## config.mk

```make
export PLATFORM = sky130hd
export DESIGN_NAME = spi_slave_sck_sampler_flat
export DESIGN_NICKNAME = d
export VERILOG_FILES = /design/src/rtl/spi_slave_sck_sampler_if.sv /design/src/rtl/spi_slave_sck_sampler.sv /design/src/flat_wrapper.sv
export SDC_FILE = /design/constraint.sdc
export NUM_CORES = 1
export LEC_CHECK = 0
export CORE_MARGIN = 8
export CORE_UTILIZATION = 40
export CTS_CLUSTER_DIAMETER = 50
export DETAILED_ROUTE_END_ITERATION = 10
export GPL_TIMING_DRIVEN = 0
export PLACE_DENSITY = 0.67
export RECOVER_POWER = 100
export SLEW_MARGIN = 20
export SYNTH_ARGS = -nofsm -noshare
export SYNTH_HDL_FRONTEND = slang
export SYNTH_SLANG_ARGS = --single-unit
```

## constraint.sdc

```tcl
create_clock -name clk -period 3.35 [get_ports clk]
set_input_delay 0.67 -clock clk [delete_from_list [all_inputs] [get_ports clk]]
set_output_delay 0.67 -clock clk [all_outputs]
set_load 0.005 [all_outputs]
```

## src/rtl/spi_slave_sck_sampler_if.sv

```systemverilog
// SPI pad, mode select and word handshake bundle for spi_slave_sck_sampler.
// slave modport is the sampler's view; master modport is the pad/host view.
interface spi_slave_sck_sampler_if #(
  parameter int unsigned DATA_WIDTH = 8
);
  logic                  cpol;
  logic                  cpha;
  logic                  spi_sck;
  logic                  spi_csn;
  logic                  spi_mosi;
  logic                  spi_miso;
  logic                  spi_miso_oe;
  logic [DATA_WIDTH-1:0] tx_data;
  logic                  tx_load;
  logic [DATA_WIDTH-1:0] rx_data;
  logic                  rx_valid;
  logic                  sample_strobe;
  logic                  shift_strobe;
  logic                  frame_start;
  logic                  frame_end;
  logic                  rx_abort;
  logic                  busy;

  modport slave (
    input  cpol, cpha, spi_sck, spi_csn, spi_mosi, tx_data,
    output spi_miso, spi_miso_oe, tx_load, rx_data, rx_valid, sample_strobe,
           shift_strobe, frame_start, frame_end, rx_abort, busy
  );

  modport master (
    output cpol, cpha, spi_sck, spi_csn, spi_mosi, tx_data,
    input  spi_miso, spi_miso_oe, tx_load, rx_data, rx_valid, sample_strobe,
           shift_strobe, frame_start, frame_end, rx_abort, busy
  );
endinterface

```

## src/rtl/spi_slave_sck_sampler.sv

```systemverilog
// SPI slave SCK front end: oversamples SCK/CSN/MOSI in the clk domain and
// derives sample/shift strobes for all four SPI modes, with a word shifter.
// Optional: define SPI_SLAVE_SCK_DEGLITCH_EN to add a 2-sample SCK glitch
// filter (one extra clk of edge latency; clk must then be >= 6x SCK).
module spi_slave_sck_sampler #(
  parameter int unsigned DATA_WIDTH  = 8,
  parameter int unsigned SYNC_STAGES = 2
) (
  input  logic                     clk,
  input  logic                     rst,
  spi_slave_sck_sampler_if.slave   bus
);

  localparam int unsigned CntW = $clog2(DATA_WIDTH);
  localparam logic [CntW-1:0] LastBit = CntW'(DATA_WIDTH - 1);

  typedef enum logic {StIdle, StActive} state_e;

  state_e                   state_q, state_d;
  logic [SYNC_STAGES-1:0]   sck_sync_q, sck_sync_d;
  logic [SYNC_STAGES-1:0]   csn_sync_q, csn_sync_d;
  logic [SYNC_STAGES-1:0]   mosi_sync_q, mosi_sync_d;
  logic                     sck_dly_q, sck_dly_d;
  logic                     csn_dly_q, csn_dly_d;
  logic                     cpol_q, cpol_d;
  logic                     cpha_q, cpha_d;
  logic [CntW-1:0]          bit_cnt_q, bit_cnt_d;
  logic [DATA_WIDTH-1:0]    rx_shift_q, rx_shift_d;
  logic [DATA_WIDTH-1:0]    tx_shift_q, tx_shift_d;
  logic [DATA_WIDTH-1:0]    rx_data_q, rx_data_d;
  logic                     rx_valid_q, rx_valid_d;
  logic                     tx_load_q, tx_load_d;
  logic                     sample_q, sample_d;
  logic                     shift_q, shift_d;
  logic                     frame_start_q, frame_start_d;
  logic                     frame_end_q, frame_end_d;
  logic                     rx_abort_q, rx_abort_d;

  logic sck_s, csn_s, mosi_s, sck_f;
  logic sck_edge, lead_edge, trail_edge, do_sample, do_shift;

  assign sck_s  = sck_sync_q[SYNC_STAGES-1];
  assign csn_s  = csn_sync_q[SYNC_STAGES-1];
  assign mosi_s = mosi_sync_q[SYNC_STAGES-1];

`ifdef SPI_SLAVE_SCK_DEGLITCH_EN
  logic sck_prev_q, sck_prev_d;

  // Filtered SCK follows sck_s only once two consecutive samples agree.
  always_comb begin
    sck_prev_d = sck_s;
    sck_f      = (sck_s == sck_prev_q) ? sck_s : sck_dly_q;
  end

  // Previous synchronised SCK sample for the glitch filter.
  always_ff @(posedge clk) begin
    if (rst) sck_prev_q <= 1'b0;
    else     sck_prev_q <= sck_prev_d;
  end
`else
  // Unfiltered: edges are taken straight from the synchroniser output.
  always_comb sck_f = sck_s;
`endif

  // Synchronisers, edge detection, framing FSM and shifters (next state).
  always_comb begin
    sck_sync_d    = {sck_sync_q[SYNC_STAGES-2:0], bus.spi_sck};
    csn_sync_d    = {csn_sync_q[SYNC_STAGES-2:0], bus.spi_csn};
    mosi_sync_d   = {mosi_sync_q[SYNC_STAGES-2:0], bus.spi_mosi};
    sck_dly_d     = sck_f;
    csn_dly_d     = csn_s;
    state_d       = state_q;
    cpol_d        = cpol_q;
    cpha_d        = cpha_q;
    bit_cnt_d     = bit_cnt_q;
    rx_shift_d    = rx_shift_q;
    tx_shift_d    = tx_shift_q;
    rx_data_d     = rx_data_q;
    rx_valid_d    = 1'b0;
    tx_load_d     = 1'b0;
    sample_d      = 1'b0;
    shift_d       = 1'b0;
    frame_start_d = 1'b0;
    frame_end_d   = 1'b0;
    rx_abort_d    = 1'b0;

    // Leading edge leaves the latched idle level, trailing edge returns to it.
    sck_edge   = (sck_f != sck_dly_q);
    lead_edge  = sck_edge && (sck_dly_q == cpol_q);
    trail_edge = sck_edge && (sck_f == cpol_q);
    do_sample  = cpha_q ? trail_edge : lead_edge;
    do_shift   = cpha_q ? lead_edge : trail_edge;

    unique case (state_q)
      StIdle: begin
        if (csn_dly_q && !csn_s) begin
          state_d       = StActive;
          frame_start_d = 1'b1;
          cpol_d        = bus.cpol;
          cpha_d        = bus.cpha;
          bit_cnt_d     = '0;
          rx_shift_d    = '0;
          // CPHA=0 masters sample on the first edge, so the MSB must already be out.
          if (!bus.cpha) begin
            tx_shift_d = bus.tx_data;
            tx_load_d  = 1'b1;
          end
        end
      end
      StActive: begin
        if (csn_s) begin
          // Frame end wins over any SCK edge seen in the same cycle.
          state_d     = StIdle;
          frame_end_d = 1'b1;
          rx_abort_d  = (bit_cnt_q != '0);
          bit_cnt_d   = '0;
          rx_shift_d  = '0;
        end else begin
          if (do_sample) begin
            sample_d   = 1'b1;
            rx_shift_d = {rx_shift_q[DATA_WIDTH-2:0], mosi_s};
            if (bit_cnt_q == LastBit) begin
              rx_data_d  = {rx_shift_q[DATA_WIDTH-2:0], mosi_s};
              rx_valid_d = 1'b1;
              bit_cnt_d  = '0;
            end else begin
              bit_cnt_d = bit_cnt_q + 1'b1;
            end
          end
          if (do_shift) begin
            shift_d = 1'b1;
            if (bit_cnt_q == '0) begin
              tx_shift_d = bus.tx_data;
              tx_load_d  = 1'b1;
            end else begin
              tx_shift_d = tx_shift_q << 1;
            end
          end
        end
      end
      default: state_d = StIdle;
    endcase
  end

  // State registers with synchronous reset.
  always_ff @(posedge clk) begin
    if (rst) begin
      state_q       <= StIdle;
      sck_sync_q    <= '0;
      csn_sync_q    <= '1;
      mosi_sync_q   <= '0;
      sck_dly_q     <= 1'b0;
      csn_dly_q     <= 1'b1;
      cpol_q        <= 1'b0;
      cpha_q        <= 1'b0;
      bit_cnt_q     <= '0;
      rx_shift_q    <= '0;
      tx_shift_q    <= '0;
      rx_data_q     <= '0;
      rx_valid_q    <= 1'b0;
      tx_load_q     <= 1'b0;
      sample_q      <= 1'b0;
      shift_q       <= 1'b0;
      frame_start_q <= 1'b0;
      frame_end_q   <= 1'b0;
      rx_abort_q    <= 1'b0;
    end else begin
      state_q       <= state_d;
      sck_sync_q    <= sck_sync_d;
      csn_sync_q    <= csn_sync_d;
      mosi_sync_q   <= mosi_sync_d;
      sck_dly_q     <= sck_dly_d;
      csn_dly_q     <= csn_dly_d;
      cpol_q        <= cpol_d;
      cpha_q        <= cpha_d;
      bit_cnt_q     <= bit_cnt_d;
      rx_shift_q    <= rx_shift_d;
      tx_shift_q    <= tx_shift_d;
      rx_data_q     <= rx_data_d;
      rx_valid_q    <= rx_valid_d;
      tx_load_q     <= tx_load_d;
      sample_q      <= sample_d;
      shift_q       <= shift_d;
      frame_start_q <= frame_start_d;
      frame_end_q   <= frame_end_d;
      rx_abort_q    <= rx_abort_d;
    end
  end

  assign bus.busy          = (state_q == StActive);
  assign bus.spi_miso_oe   = (state_q == StActive);
  assign bus.spi_miso      = tx_shift_q[DATA_WIDTH-1];
  assign bus.rx_data       = rx_data_q;
  assign bus.rx_valid      = rx_valid_q;
  assign bus.tx_load       = tx_load_q;
  assign bus.sample_strobe = sample_q;
  assign bus.shift_strobe  = shift_q;
  assign bus.frame_start   = frame_start_q;
  assign bus.frame_end     = frame_end_q;
  assign bus.rx_abort      = rx_abort_q;

endmodule

```

## src/flat_wrapper.sv

```systemverilog
// flat-port wrapper written by rule: the top's interface ports become plain ports
module spi_slave_sck_sampler_flat 
#(
  parameter int unsigned DATA_WIDTH  = 8,
  parameter int unsigned SYNC_STAGES = 2
)
  (clk, rst, bus_cpol, bus_cpha, bus_spi_sck, bus_spi_csn, bus_spi_mosi, bus_tx_data, bus_spi_miso, bus_spi_miso_oe, bus_tx_load, bus_rx_data, bus_rx_valid, bus_sample_strobe, bus_shift_strobe, bus_frame_start, bus_frame_end, bus_rx_abort, bus_busy);
  spi_slave_sck_sampler_if #(.DATA_WIDTH(DATA_WIDTH)) bus_i ();
  input  logic clk;
  input  logic rst;
  input wire logic [$bits(bus_i.cpol)-1:0] bus_cpol;
  input wire logic [$bits(bus_i.cpha)-1:0] bus_cpha;
  input wire logic [$bits(bus_i.spi_sck)-1:0] bus_spi_sck;
  input wire logic [$bits(bus_i.spi_csn)-1:0] bus_spi_csn;
  input wire logic [$bits(bus_i.spi_mosi)-1:0] bus_spi_mosi;
  input wire logic [$bits(bus_i.tx_data)-1:0] bus_tx_data;
  output wire logic [$bits(bus_i.spi_miso)-1:0] bus_spi_miso;
  output wire logic [$bits(bus_i.spi_miso_oe)-1:0] bus_spi_miso_oe;
  output wire logic [$bits(bus_i.tx_load)-1:0] bus_tx_load;
  output wire logic [$bits(bus_i.rx_data)-1:0] bus_rx_data;
  output wire logic [$bits(bus_i.rx_valid)-1:0] bus_rx_valid;
  output wire logic [$bits(bus_i.sample_strobe)-1:0] bus_sample_strobe;
  output wire logic [$bits(bus_i.shift_strobe)-1:0] bus_shift_strobe;
  output wire logic [$bits(bus_i.frame_start)-1:0] bus_frame_start;
  output wire logic [$bits(bus_i.frame_end)-1:0] bus_frame_end;
  output wire logic [$bits(bus_i.rx_abort)-1:0] bus_rx_abort;
  output wire logic [$bits(bus_i.busy)-1:0] bus_busy;
  assign bus_i.cpol = bus_cpol;
  assign bus_i.cpha = bus_cpha;
  assign bus_i.spi_sck = bus_spi_sck;
  assign bus_i.spi_csn = bus_spi_csn;
  assign bus_i.spi_mosi = bus_spi_mosi;
  assign bus_i.tx_data = bus_tx_data;
  assign bus_spi_miso = bus_i.spi_miso;
  assign bus_spi_miso_oe = bus_i.spi_miso_oe;
  assign bus_tx_load = bus_i.tx_load;
  assign bus_rx_data = bus_i.rx_data;
  assign bus_rx_valid = bus_i.rx_valid;
  assign bus_sample_strobe = bus_i.sample_strobe;
  assign bus_shift_strobe = bus_i.shift_strobe;
  assign bus_frame_start = bus_i.frame_start;
  assign bus_frame_end = bus_i.frame_end;
  assign bus_rx_abort = bus_i.rx_abort;
  assign bus_busy = bus_i.busy;
  spi_slave_sck_sampler #(.DATA_WIDTH(DATA_WIDTH), .SYNC_STAGES(SYNC_STAGES)) u_core (.clk(clk), .rst(rst), .bus(bus_i));
endmodule
```

# --- After elaboration in Yosys (flattened, before gate mapping) ---
# Cells that the tools add are included.
totals:
  regBits: 44
  inputBits: 15
  output_inout_bits: 18
  word_cells: 77
classes:
  add_sub_neg: 1
  eq_ne: 9
  mux: 30
  bitwise: 3
  reduce_logical: 15
op_table:
  columns: ["op", "n"]
  rows:
  - ["8-bit two-way mux", 5]
  - ["7-bit two-way mux", 3]
  - ["8-bit one-hot mux with 2 select lines", 1]
  - ["7-bit one-hot mux with 2 select lines", 1]
  - ["1-bit two-way mux", 13]
  - ["3-bit two-way mux", 4]
  - ["4-bit AND reduction", 2]
  - ["2-bit inequality test (second input constant)", 3]
  - ["3-bit one-hot mux with 2 select lines", 1]
  - ["3-bit OR reduction", 2]
  - ["1-bit one-hot mux with 2 select lines", 2]
  - ["2-bit AND reduction", 2]
  - ["2-bit OR reduction", 2]
  - ["4-bit OR reduction", 1]
  - ["3-bit by 1-bit adder with 3-bit output (second input constant)", 1]
  - ["3-bit == test (second input constant)", 1]
  - ["1-bit logical AND", 3]
  - ["3-bit zero test", 1]
  - ["3-bit inequality test (second input constant)", 1]
  - ["1-bit inverter", 3]
  - ["3-bit nonzero test", 1]
  - ["1-bit == test", 2]
  - ["2-bit by 1-bit inequality test with 1-bit output (second input constant)", 1]
  - ["1-bit zero test", 1]
  - ["1-bit inequality test", 1]

# --- Logic depth before layout (Yosys ltp) ---
# Gate-level depths: netlist (run 1).
depth:
  depth_word: 6
  mapped_depth: 7
  mapped_depth_nobuf: 6

# --- Worst setup path before layout (run 1) ---
# No wires, ideal clock.
synth_timing:
  path_kind: "input to register"
  from: "input port rst"
  to: "register u_core.frame_end_q, in the netlist u_core.bus.frame_end"
  setup_ps: 128
  arrival_ps: 1457
  required_ps: 3222
  slack_ps: 1766
  path_stages: 4
  path_buffers: 3
  cell_sequence: "clkbuf_1 clkbuf_1 clkbuf_1 nor2_1"
synth_between:
  elab_chain_len: 1
synth_rtl:
  columns: ["element", "line", "rtl"]
  rows:
  - ["start: declaration", "flat_wrapper.sv:10", "input logic rst;"]
  - ["2-bit OR reduction (no line)", null, null]
  - ["end signal: assignment", "spi_slave_sck_sampler.sv:185", "frame_end_q <= frame_end_d;"]
  - ["end: declaration", "spi_slave_sck_sampler.sv:36", "logic frame_end_q, frame_end_d;"]
# No other way between the ends.
# A chain may end at the register's enable or synchronous reset.

# --- Worst setup path after layout (run 1) ---
layout_timing:
  from: "input port rst"
  to: "register u_core.frame_start_q, in the netlist u_core.bus.frame_start"
layout_between:
  elab_chain_len: 1
layout_rtl:
  columns: ["element", "line", "rtl"]
  rows:
  - ["2-bit OR reduction (no line)", null, null]
  - ["end signal: assignment", "spi_slave_sck_sampler.sv:184", "frame_start_q <= frame_start_d;"]
  - ["end: declaration", "spi_slave_sck_sampler.sv:35", "logic frame_start_q, frame_start_d;"]
# No other way between the ends.

==> results of run 1 <==
==> per-stage QoR <==
stage	cells	cell area, µm²
floorplan	196	1879
global placement	282	2267
detailed placement	282	2267
CTS	290	2357
global route	290	2346
finish	290	2346
==> logic make-up (layout without fill, tap and decap cells) <==
kind of cell / after synthesis / in the layout
flip-flops: 44 / 44
buffers and inverters: 19 / 59
XOR/XNOR: 1 / 1
multiplexers: 12 / 12
AND/OR/NAND/NOR: 80 / 80
adder cells (fa/ha/maj): 3 / 3
AO/OA/AOI/OAI: 37 / 37
==> worst register-to-register path: cells and delay by family, from the launching register on <==
kind	cells	cell delay (ps)
flip-flops	1	350
AND/OR/NAND/NOR	3	560
buffers and inverters	3	1020
AO/OA/AOI/OAI	1	270
==> report_power, final <==
group | leakage, nW | switching [mW] | internal (mW)
clock network | 0.0455 | 0.169 | 0.168
logic | 0.489 | 0.0268 | 0.0322
registers | 0.356 | 0.00487 | 0.530
total | 0.891 | 0.201 | 0.731
==> worst max path at each step <==
stage | from | endpoint | slack, ps | depth (start not counted)
2_1_floorplan | rst | u_core.bus.frame_end | 1770 | 4
3_3_place_gp | rst | u_core.bus.frame_start | 680 | 5
3_5_place_dp | rst | u_core.bus.frame_start | 650 | 5
4_1_cts | rst | u_core.bus.frame_start | 980 | 5
5_1_grt | rst | u_core.bus.tx_load | 740 | 5
6_report | rst | u_core.bus.frame_start | 960 | 5
==> cell usage in the layout, fill, tap and decap left out, types with 7 or more instances in the layout <==
master           synthesis  layout
a21oi_1                 10      10
a22o_1                   7       7
clkbuf_1                 7      12
clkdlybuf4s50_1          0      13
dfxtp_1                 44      44
dlygate4sd3_1            0      19
mux2i_1                 10      10
nand2b_1                20      20
nand3_1                 15      15
nor2_1                   8       9
o21ai_0                  7       9
o31ai_1                  7       7
or3_1                    7       7
==> area by class of cell <==
| type | instances | area [µm²] | share of cell area |
|---|---|---|---|
| buffer | 15 | 72.57 | 0.03093 |
| sequential | 44 | 880.8 | 0.3755 |
| clock buffer | 8 | 90.09 | 0.03840 |
| tap | 54 | 67.56 | 0.02880 |
| inverter | 4 | 15.01 | 0.006400 |
| multi-input combinational | 133 | 899.6 | 0.3835 |
| timing repair buffer | 32 | 320.3 | 0.1365 |
==> sequential cells by signal, summed over array words and instances, names as in the netlist, 2 cells and up <==
name                cells
u_core.tx_shift_q       8
u_core.csn_sync_q       2
u_core.mosi_sync_q      2
u_core.rx_shift_q       7
u_core.bus.rx_data      8
u_core.bit_cnt_q        3
u_core.sck_sync_q       2
==> layer usage <==
layer	GRT usage	up-vias	wire, µm
met3	0.03902	6	188
li1	-	776	-
met4	0.05663	0	77
met2	0.1818	25	1779
met1	0.1371	684	1772
met5	0	-	0
==> results.toml, run 1 <==
[floorplan]
core-area_mm2 = 0.004629
die-area_mm2 = 0.007148
fp.dieW_um = 84.55
dieHeight_um = 84.55
core.rowCount = 25
io_pins = 33
start_util = 0.4059

[sta]
setup_ws_ps = 960.2
whs_ps = 416.6
final.setup.tns_ps = 0
fin_crit_sh = 0.7134
drv_slew = 0
tightest_slew_ps = 693.2
fmax_mhz = 418.5
fin_skew_ps = 2.835
max_slew_margin = 0.5361
rsz0062_at_grt = "no"
finalSetupViolCount = 0
timing_hold_violations_final = 0
fin_crit_ps = 2390

[place]
hpwl_um = 2738
dp_slack_ps = 646.7
io_buffer_count = 32
gp_congestion = 0.8045

[drt]
dr.first_iter.drc_count = 137
vias = 1491
drc_errors = 0
antenna_left = 0
detail_route.wl_per_cell_um = 13.17
vias_per_cell = 5.141
routed_wl_um = 3818
drtPass1Iterations = 4

[worst_hold_path]
worstHoldEndpoint = "u_core.csn_sync_q[1]"
hp-start = "u_core.csn_sync_q[0]"
holdPathStages = 1
hp-class = "register to register"

[logic_synthesis]
yosysMostFrequentCell = "dfxtp_1"
synthTopCellsByCount = "44 x dfxtp_1, 20 x nand2b_1, 15 x nand3_1, 10 x a21oi_1, 10 x mux2i_1"
ys_ff_latch = 44
synth_xor_area_frac = 0.008655
synth_top_area_share = 0.4687
synth_fp_nets = 214
netlist_area_mm2 = 0.001879
postSynthAreaPerCell_um2 = 9.588
muxShareOfSynthArea = 0.06858
synth_edf_count = 0
synth_warnings = 0
synthFlopType = "dfxtp_1"
synth_largest_area_cell = "dfxtp_1"
synth_top_family_by_area = "simple AND/OR/NAND/NOR gates"
synth_compound_gate_area_share = 0.1305
synth_seq_area_share = 0.4687
synth_async_sr_flop_share = 0
synth_adder_area_share = 0.01997
synth-simple-area-share = 0.2550
synthTopCellsByArea = "dfxtp_1 47%, nand2b_1 6.7%, mux2i_1 5.3%"
synthDistinctLibCells = 39
synthCells = 196

[critical_path]
crit_path_end_kind = "register"
crit_path_frequent_cell = "clkbuf_1"
critPathKind = "input port to register"
critPathRequiredTime_ps = 3520
r2r-end = "u_core.rx_shift_q[4]"
cp_top_family = "buffers and inverters"
regToRegSetupSlack_ps = 1070
crit_slowest_cell = "dlygate4sd3_1"
cp_max_fo = 10
worst-path-buf-inv = 4
path_cells = "dlygate4sd3_1 -> clkbuf_1 -> clkbuf_1 -> clkbuf_1 -> nor2_1"
cp-start-kind = "input port"
r2r-start = "u_core.bus.busy"
worstPathArrival_ps = 2560
ff2ff_path_depth = 7
cpPeakStageDelay_ps = 670

[layout]
area_delta_synth_final_pct = 24.83
antenna_cells = 0
finish.utilization = 0.5068
fill_cells = 450
layout.nets = 253
drive_above_1_share = 0.05932

[clock_network]
root_buffer = "clkbuf_8"
cts.path.max_buffers = 2
cts_hold_buf = 0
htreeDepth = 2
cts.sinks = 44
cts-buffers-inserted = 5
cts_tree = "yes"
cts_resized = 0
clk_latency_ps = 290
cts_setup_buffers = 0
clk_pin_slew_worst_paths_ps = 70

[global_route]
grt_pass1_wl_um = 6775
grt_use_total = 0.1155
grt_antenna_before_repair = 0
grt_pass1_vias = 1475
overflow = 0
grt_max_degree = 13

[power_and_ir_drop]
ir_drop_mv = 0.1646
finalPower_uw = 931.8
leakage_nw = 0.8908
power.density_mw_per_mm2 = 397.2

[status]
outcome = "finished, final reports clean"

[job]
cap_violations = 0
Note: power is estimated with default switching activity, not from simulation.
==> run 2: changes to the inputs <==
PLACE_DENSITY = 0.7   (was 0.67)
clock period = 1.92 ns   (was 3.35 ns; I/O delays follow)
==> results.toml, run 2 (synthesized netlist as in run 1, its figures left out) <==
[status]
outcome = "finished, final reports clean"

[global_route]
grt_use_total = 0.1230
grt_antenna_before_repair = 0
grt_pass1_wl_um = 7141
grt_max_degree = 19
grt_pass1_vias = 1509
overflow = 0

[power_and_ir_drop]
seq_power_share = 0.522
power.internal_mw = 1.410
clkPwrFrac = 0.418
power.density_mw_per_mm2 = 745.4
finalPower_mw = 1.788
swShare = 0.2116
switchingPower_uw = 378.3
leakage_nw = 0.9309
comb_power_share = 0.060
ir_drop_mv = 0.4085

[place]
dp_slack_ps = -529.9
io_buffer_count = 32
gp_congestion = 0.8189
dp_cells = 282
place_area_mm2 = 0.002267
hpwl_um = 2787

[critical_path]
worst-path-buf-inv = 1
crit_path_end_kind = "register"
cpPeakStageDelay_ps = 560
critPathRequiredTime_ps = 2160
worstPathArrival_ps = 2040
cp-start-kind = "register"
cp_top_family = "multiplexers"
crit_slowest_cell = "mux2i_2"
path_cells = "xnor2_2 -> mux2i_2 -> buf_4 -> nand3_1 -> a21oi_1"
critPathKind = "register to register"
cp_max_fo = 10

[sta]
drv_slew = 0
finalSetupViolCount = 0
rsz0062_at_grt = "yes"
tightest_slew_ps = 544.4
fin_crit_ps = 1805
max_slew_margin = 0.6299
setup_ws_ps = 114.8
final.setup.tns_ps = 0
fin_skew_ps = 10.12
whs_ps = 422.7
fin_crit_sh = 0.9402
timing_hold_violations_final = 0
fmax_mhz = 554.0

[drt]
detail_route.wl_per_cell_um = 13.74
routed_wl_um = 3972
drc_errors = 0
vias = 1493
antenna_left = 0
vias_per_cell = 5.166
dr.first_iter.drc_count = 147
drtPass1Iterations = 4

[layout]
fill_cells = 435
final_common_cell = "dfxtp_1"
layout.nets = 252
final_cell_mix = "44 x dfxtp_1, 20 x nand2b_1, 19 x dlygate4sd3_1, 15 x nand3_1, 13 x clkdlybuf4s50_1"
stdcell_count = 289
multi_input_area_um2 = 912.1
regArea_um2 = 880.8
drive_above_1_share = 0.1064
finish.utilization = 0.5181
area_delta_synth_final_pct = 27.63
antenna_cells = 0
design_area_mm2 = 0.002399

[clock_network]
clk_latency_ps = 300
cts_hold_buf = 0
cts-buffers-inserted = 5
cts_setup_buffers = 0
cts.sinks = 44
cts_tree = "yes"
htreeDepth = 2
cts.path.max_buffers = 2
root_buffer = "clkbuf_8"
clk_pin_slew_worst_paths_ps = 90

[job]
cap_violations = 0

[floorplan]
start_util = 0.4059
die-area_mm2 = 0.007148
core.rowCount = 25
io_pins = 33
core-area_mm2 = 0.004629
fp.dieW_um = 84.55
dieHeight_um = 84.55

[worst_hold_path]
hp-class = "register to register"
run 2: cell types whose count changed in the layout (fill, tap and decap cells not counted), sizes merged:
| cell | delta |
|---|---|
| clkbuf | -3 |
| bufinv | +1 |
| clkinv | +1 |
run 2: layer usage:
metal,track usage,wire length [µm]
met4,0.06634,89
met3,0.03122,133
met5,0,0
met1,0.1490,1797
met2,0.1947,1953
run 2: power groups by stage:
stage               clock (mW)  sequential (mW)  combinational (mW)
CTS                      0.764            0.934               0.109
floorplan                    0            0.954              0.0578
finish                   0.747            0.934               0.107
detailed placement           0            0.956               0.108
global placement             0            0.955               0.107
global route             0.801            0.936               0.118
run 2: cell type report:
cell class / instances / area share
Buffer: 14 / 0.03391
Clock buffer: 6 / 0.03443
Tap cell: 54 / 0.02817
Clock inverter: 2 / 0.01617
Multi-Input combinational cell: 133 / 0.3803
Inverter: 4 / 0.006260
Sequential cell: 44 / 0.3672
Timing Repair Buffer: 32 / 0.1335
run 2: path summary, 6_finish.rpt:
check / startpoint / end / slack (ps) / cells after the start
max: u_core.cpol_q / u_core.tx_shift_q[6] / 110 / 5
min reg2reg: u_core.csn_sync_q[0] / u_core.csn_sync_q[1] / 420 / 1
max reg2reg: u_core.cpol_q / u_core.tx_shift_q[6] / 110 / 5
min: u_core.csn_sync_q[0] / u_core.csn_sync_q[1] / 420 / 1
run 2: what timing repair did:
| item | 4_1_cts | 5_1_grt |
|---|---|---|
| cloned | 0 | 0 |
| gates resized for setup | 2 | 8 |
| setup endpoints to repair | 11 | 23 |
